--- config.mk ---
export PLATFORM = sky130hd
export DESIGN_NAME = r_empty_fwft
export DESIGN_NICKNAME = d
export VERILOG_FILES = /design/src/rtl/r_empty_fwft.sv
export SDC_FILE = /design/constraint.sdc
export NUM_CORES = 1
export LEC_CHECK = 0
export ABC_AREA = 1
export BUFFER_PORTS_ARGS = -buffer_cell sky130_fd_sc_hd__buf_2
export CAP_MARGIN = 20
export CORE_ASPECT_RATIO = 2
export CORE_MARGIN = 2
export CORE_UTILIZATION = 48
export DETAILED_ROUTE_END_ITERATION = 6
export PLACE_DENSITY_LB_ADDON = 0.25
export SETUP_SLACK_MARGIN = 0.2
export SLEW_MARGIN = 20
export SYNTH_ARGS = -nofsm -noshare
export SYNTH_HDL_FRONTEND = slang
export SYNTH_SLANG_ARGS = --single-unit
--- constraint.sdc ---
create_clock -name clk -period 3.4 [get_ports clk]
set_input_delay 0.34 -clock clk [delete_from_list [all_inputs] [get_ports clk]]
set_output_delay 0.34 -clock clk [all_outputs]
set_load 0.05 [all_outputs]
--- src/rtl/r_empty_fwft.sv ---
// Read-side control for the dual-clock FIFO: write-pointer synchroniser, read pointer,
// empty/almost_empty flags and a 2-entry first-word-fall-through output stage.
module r_empty_fwft #(
  parameter int unsigned ADDR_SIZE  = 3,
  parameter int unsigned DATA_WIDTH = 8,
  parameter int unsigned AE_THRESH  = 2
) (
  input  logic                  clk,
  input  logic                  rst,
  input  logic [ADDR_SIZE:0]    w_ptr_async,
  input  logic [DATA_WIDTH-1:0] mem_rdata,
  output logic [ADDR_SIZE-1:0]  mem_raddr,
  output logic                  mem_ren,
  output logic [ADDR_SIZE:0]    r_ptr,
  output logic                  empty,
  output logic                  almost_empty,
  output logic [ADDR_SIZE:0]    r_count,
  output logic [DATA_WIDTH-1:0] dout,
  output logic                  dout_valid,
  input  logic                  dout_ready
);

  localparam int unsigned PW = ADDR_SIZE + 1;

  function automatic logic [PW-1:0] gray2bin(input logic [PW-1:0] g);
    logic [PW-1:0] b;
    b[PW-1] = g[PW-1];
    for (int i = int'(PW) - 2; i >= 0; i--) b[i] = b[i+1] ^ g[i];
    return b;
  endfunction

  logic [PW-1:0]         s1;
  logic [PW-1:0]         w_ptr_sync;
  logic [PW-1:0]         w_bin_sync;
  logic [PW-1:0]         r_bin;
  logic [PW-1:0]         r_bin_next;
  logic [PW-1:0]         r_gray_next;
  logic [PW-1:0]         r_count_next;
  logic                  inflight;
  logic                  skid_valid;
  logic [DATA_WIDTH-1:0] skid_data;
  logic                  pop;
  logic [1:0]            occ;
  logic [2:0]            level;
  logic                  head_valid_n;
  logic                  skid_valid_n;
  logic [DATA_WIDTH-1:0] head_data_n;
  logic [DATA_WIDTH-1:0] skid_data_n;

  // Two-flop synchroniser for the write Gray pointer
  always_ff @(posedge clk or negedge rst) begin
    if (!rst) begin
      s1         <= '0;
      w_ptr_sync <= '0;
    end else begin
      s1         <= w_ptr_async;
      w_ptr_sync <= s1;
    end
  end

  assign w_bin_sync = gray2bin(w_ptr_sync);

  // Fetch only while the stage plus the word in flight leaves a free slot after this pop
  assign pop     = dout_valid & dout_ready;
  assign occ     = 2'(dout_valid) + 2'(skid_valid);
  assign level   = 3'(occ) + 3'(inflight) - 3'(pop);
  assign mem_ren = ~empty & (level < 3'd2);

  assign r_bin_next   = r_bin + PW'(mem_ren);
  assign r_gray_next  = r_bin_next ^ (r_bin_next >> 1);
  assign r_count_next = w_bin_sync - r_bin_next;
  assign mem_raddr    = r_bin[ADDR_SIZE-1:0];

  always_ff @(posedge clk or negedge rst) begin
    if (!rst) begin
      r_bin        <= '0;
      r_ptr        <= '0;
      r_count      <= '0;
      empty        <= 1'b1;
      almost_empty <= 1'b1;
      inflight     <= 1'b0;
    end else begin
      r_bin        <= r_bin_next;
      r_ptr        <= r_gray_next;
      r_count      <= r_count_next;
      empty        <= (r_gray_next == w_ptr_sync);
      almost_empty <= (r_count_next <= PW'(AE_THRESH));
      inflight     <= mem_ren;
    end
  end

  // Output stage: skid drains into head first so word order is preserved
  always_comb begin
    head_valid_n = dout_valid;
    head_data_n  = dout;
    skid_valid_n = skid_valid;
    skid_data_n  = skid_data;
    if (pop) begin
      if (skid_valid) begin
        head_data_n  = skid_data;
        skid_valid_n = inflight;
        if (inflight) skid_data_n = mem_rdata;
      end else begin
        head_valid_n = inflight;
        if (inflight) head_data_n = mem_rdata;
      end
    end else if (inflight) begin
      if (dout_valid) begin
        skid_valid_n = 1'b1;
        skid_data_n  = mem_rdata;
      end else begin
        head_valid_n = 1'b1;
        head_data_n  = mem_rdata;
      end
    end
  end

  always_ff @(posedge clk or negedge rst) begin
    if (!rst) begin
      dout_valid <= 1'b0;
      dout       <= '0;
      skid_valid <= 1'b0;
      skid_data  <= '0;
    end else begin
      dout_valid <= head_valid_n;
      dout       <= head_data_n;
      skid_valid <= skid_valid_n;
      skid_data  <= skid_data_n;
    end
  end

endmodule

==> results of run 1 <==
[final cells by class]
class,count,area (um2)
fill,332,1400
inverter,32,120
clock inverter,3,42.5
tap,49,61.3
multi-input combinational,117,768
clock buffer,5,68.8
timing repair buffer,37,185
sequential,40,1000
[how the worst max path moves through the flow]
stage,from,end,slack [ns],depth (start not counted)
after global routing,inflight,almost_empty,0.42,13
final,inflight,almost_empty,0.58,13
after floorplan,dout_valid,almost_empty,0.19,13
after global placement,dout_ready,almost_empty,0.61,14
after detailed placement,dout_ready,almost_empty,0.59,14
after CTS,inflight,almost_empty,0.58,13
[stage by stage]
stage                     area, um2  worst slack [ns]  hold slack [ns]  instances
after floorplan                1930             0.186           0.0444        192
after global routing           2250             0.424            0.135        283
after global placement         2140             0.614            0.336        275
final                          2250             0.584            0.147        283
after CTS                      2250             0.578            0.141        283
after detailed placement       2140             0.588            0.342        275
[synth_stat cells]
cell	n
o21ai_0	18
o211ai_2	1
buf_6	3
and2_1	1
xor2_1	3
nand2_1	45
a21o_1	1
dfstp_2	2
fa_1	1
nand3_1	14
ha_1	8
nor2_4	1
inv_1	31
nor3_4	1
a21oi_1	2
nand2_2	3
inv_2	1
a31oi_1	1
nor3b_1	1
nand4_1	1
o211ai_1	8
nor2_1	6
xnor2_1	1
dfrtp_1	38
[layout by cell type (no fill, tap or decap), drive strengths merged, types with 2 or more instances in the layout]
cell type / n
nand2: 48
dfrtp: 38
buf: 37
inv: 32
o21ai: 18
nand3: 14
o211ai: 9
ha: 8
nor2: 7
clkbuf: 5
xor2: 3
a21oi: 2
dfstp: 2
[cells by family (layout without fill, tap and decap cells)]
| logic type | Yosys count | in the layout | synth area share [%] |
|---|---|---|---|
| fa+ha+maj | 9 | 9 | 6.58 |
| compound gates | 31 | 31 | 10.2 |
| simple gates | 73 | 73 | 17.9 |
| flops | 40 | 40 | 54.9 |
| buf+inv | 35 | 77 | 8.42 |
| xor+xnor | 4 | 4 | 1.92 |
[sequential cells by signal (all words and copies together) (netlist names), 3 cells and up]
signal and cells:
dout 8, r_ptr 3, r_bin 4, r_count 4
s1 4, skid_data 8, w_ptr_sync 4
[worst max-delay path, cell delays in order, from the launching register on]
cell     delay, ns
dfrtp_1       0.42
inv_1         0.15
ha_4          0.23
ha_4          0.21
a21oi_2       0.15
nand2_1       0.07
nor3b_4       0.17
ha_4          0.17
ha_4          0.30
inv_2         0.07
fa_1          0.43
xor2_1        0.17
a21o_1        0.16
nor2_1        0.08
[routing by layer]
metal / GRT usage [%] / wire length [um]
met1: 20.8 / 1300
met2: 31.3 / 1990
met3: 2.98 / 110
met4: 9.46 / 91
met5: 0 / 0
==> flow_summary.yaml, run 1 <==
global_route:
  grt_pass1_vias: 1342
  grt_use_total_pct: 18.5
  grt_overflow: 0
  grt_pass1_wl_mm: 5.76
  antenna_found_initial: 0
  grt_max_degree: 41
route:
  ant_nets: 0
  vias_per_cell: 4.89
  routedWlPerCell_um: 12.3
  wirelength_mm: 3.49
  vias: 1383
  drc: 0
  dr.pass1.iters: 5
  first_iter_violations: 14
timing:
  setup_viol: 0
  worst_pin_slew_ns: 0.846
  finalHoldViolCount: 0
  final_max_slew_viol_count: 0
  slew_headroom_pct: 43.6
  fin_skew_ns: 0.00706
  tns_ns: 0
  fmax_mhz: 355
  rsz0062_at_grt: "false"
  fin_crit_sh_pct: 82.8
  period_needed_ns: 2.82
cts:
  clk_latency_ns: 0.29
  ctsHoldBuffers: 0
  htree_levels: 2
  cts-root-buf: "clkbuf_8"
  cts.sinks: 40
  post_cts_buffers: 0
  cts_buffers: 5
  clk_path_buf_depth: 2
  cts-resized-gates: 0
  path_clk_slew_ns: 0.08
  cts_tree: "done"
synth:
  synthesis.nets: 216
  ys_ff_latch: 40
  syn_area_mm2: 0.00183
  synth_top_area_cell: "dfrtp_1"
  avgSynthCellArea_um2: 9.51
  yosysTopAreaCellShare_pct: 52.1
  synthTopCellsByArea: "dfrtp_1 52%, nand2_1 9.2%, inv_1 6.4%"
  synth_cell_types: 24
  synth_warnings: 0
  ys_seq_area_share_pct: 54.9
  syn_inst: 192
status:
  status: "finished, final reports clean"
final_layout:
  fin_util_pct: 61.7
  nets: 257
  diodes: 0
  drive_gt1_share_pct: 29.5
  syn_to_final_growth_pct: 23.2
worst_setup_path:
  regToRegEndpoint: "almost_empty"
  cp.required_ns: 3.63
  worstSetupPathType: "reg2reg"
  worst-r2r-cell-count: 13
  crit_path_max_fanout: 5
  startpoint_type: "flop"
  reg2reg_from: "inflight"
  cp_data_arrival_time_ns: 3.05
  rrSetupSlack_ns: 0.58
  cp-end-kind: "flop"
floorplan:
  core_region_area_mm2: 0.00365
  die_h_um: 91.2
  ios: 38
  die_area_mm2: 0.00434
  rows: 31
  die_w_um: 47.6
  initial_core_util_pct: 50.1
worst_hold_path:
  hold_class: "in2async"
flow_run:
  maxCapViolCount: 0
placement:
  dp_hpwl_mm: 2.68
  gp_congestion: 0.866
  numPortBuffers: 37
Power of run 1 is not shown: default switching activity piles up to over one toggle a cycle in this logic, so the estimate is an artifact.
==> inputs of run 2 (changes only) <==
Clock period 3.4 ns to 2.7 ns, I/O delays scaled along.
==> run 2 against run 1 <==
Against the previous run: critical path depth decreased by 1; flip-flop and latch count unchanged; via count increased by 5.9%; first-iteration DRC count increased by 43%; clock-buffer cell count increased by 3; die area unchanged; register-to-register slack got worse by 0.55 ns; wire length increased by 7.0%; sequential share of layout area decreased by 3.8 points; non-clock buffer count increased by 14; cell count increased by 4.9%.
==> flow_summary.yaml, run 2 (synthesized netlist as in run 1, its figures left out) <==
timing:
  rsz0062_at_grt: "true"
  worst_pin_slew_ns: 0.857
  setup_slack_ns: 0.0372
  fmax_mhz: 376
  setup_viol: 0
  finalHoldViolCount: 0
  fin_skew_ns: 0.00500
  final_max_slew_viol_count: 0
  period_needed_ns: 2.66
  slew_headroom_pct: 42.9
  fin_crit_sh_pct: 98.6
cts:
  cts-root-buf: "clkbuf_8"
  path_clk_slew_ns: 0.07
  cts_buffers: 5
  clk_path_buf_depth: 2
  cts.sinks: 40
  ctsHoldBuffers: 0
  cts_tree: "done"
  clk_latency_ns: 0.28
  htree_levels: 2
floorplan:
  rows: 31
  die_h_um: 91.2
  ios: 38
  initial_core_util_pct: 50.1
  die_w_um: 47.6
  die_area_mm2: 0.00434
  core_region_area_mm2: 0.00365
final_layout:
  fin_cells: 297
  diodes: 0
  n_fill_cell: 324
  design_area_mm2: 0.00246
  syn_to_final_growth_pct: 34.7
  drive_gt1_share_pct: 39.5
  layout_common_cells: "37 x nand2_1, 37 x dfrtp_1, 36 x buf_2, 26 x inv_1, 18 x o21ai_0"
  nets: 271
  reg.largest.list: "dout x8, skid_data x8"
  fin_util_pct: 67.5
route:
  drc: 0
  ant_nets: 0
  vias: 1464
  first_iter_violations: 20
  wirelength_mm: 3.73
  routedWlPerCell_um: 12.6
  dr.pass1.iters: 4
  vias_per_cell: 4.93
worst_setup_path:
  cp.required_ns: 2.92
  worstSetupPathType: "reg2reg"
  rrSetupSlack_ns: 0.04
  cp-end-kind: "flop"
  startpoint_type: "flop"
  cp_data_arrival_time_ns: 2.88
  crit_path_max_fanout: 2
flow_run:
  maxCapViolCount: 0
placement:
  placed_area_mm2: 0.00222
  dp_hpwl_mm: 2.79
  gp_congestion: 0.862
  place_ws_ns: 0.0189
  dp.cells: 282
  numPortBuffers: 37
status:
  status: "finished, final reports clean"
global_route:
  grt_use_total_pct: 20.0
  grt_overflow: 0
  grt_pass1_vias: 1476
  grt_max_degree: 41
  antenna_found_initial: 0
  grt_pass1_wl_mm: 6.27
worst_hold_path:
  hold_class: "in2async"
==> run 2: cell types whose count changed in the layout (fill, tap and decap cells not counted), moves of 3 or more <==
cell / change
buf_4: +11
nand2_1: -6
nand2_2: +4
buf_6: +3
inv_1: -3
==> run 2: path summary, 6_finish.rpt <==
| kind | start | end | depth (start not counted) |
|---|---|---|---|
| hold reg to reg | s1[3] | w_ptr_sync[3] | 0 |
| setup reg to reg | dout_valid | almost_empty | 12 |
| setup / recovery | dout_valid | almost_empty | 12 |
| max in group asynchronous | rst | dout_valid | 1 |
| hold / removal | rst | r_ptr[1] | 1 |
| min in group clk | w_ptr_async[1] | s1[1] | 1 |
==> run 2: worst max-delay path, cell delays in order, from the launching register on <==
cell and delay (ns):
dfrtp_2 0.43, nand2_4 0.08, ha_4 0.20, ha_4 0.21, a21oi_4 0.16, nor2_4 0.06, nor3b_4 0.24, ha_4 0.26
ha_4 0.16, inv_4 0.07, fa_2 0.44, a21o_1 0.18, nor2_1 0.10
==> run 2: metrics by stage <==
stage	hold WS [ns]	TNS, ns
global route	0.0777	-0.120
floorplan	-0.0256	-1.83
detailed placement	0.335	0
finish	0.0890	0
CTS	0.0798	0
global placement	0.334	0
==> run 2: final cells by class <==
cell class,count,area [um2],share of cell area (%)
Tap cell,49,61.3,2.49
Sequential cell,40,1000,40.8
Multi-Input combinational cell,117,858,34.9
Timing Repair Buffer,51,312,12.7
Clock buffer,8,100,4.07
Inverter,32,125,5.08
==> run 2: what timing repair did <==
action / CTS / global route
resized for setup: 3 / 20
endpoints found under the setup margin: 3 / 6
buffers inserted: 2 / 5
pin swaps: 7 / 8
==> run 2: metal layers <==
metal / wire (um) / track usage, % / vias to the layer above
met2: 2160 / 34.2 / 37
met4: 153 / 10.4 / 0
li1: - / - / 722
met1: 1290 / 21.5 / 694
met5: 0 / 0 / -
met3: 120 / 3.78 / 11
Power of run 2 is left out for the same reason.
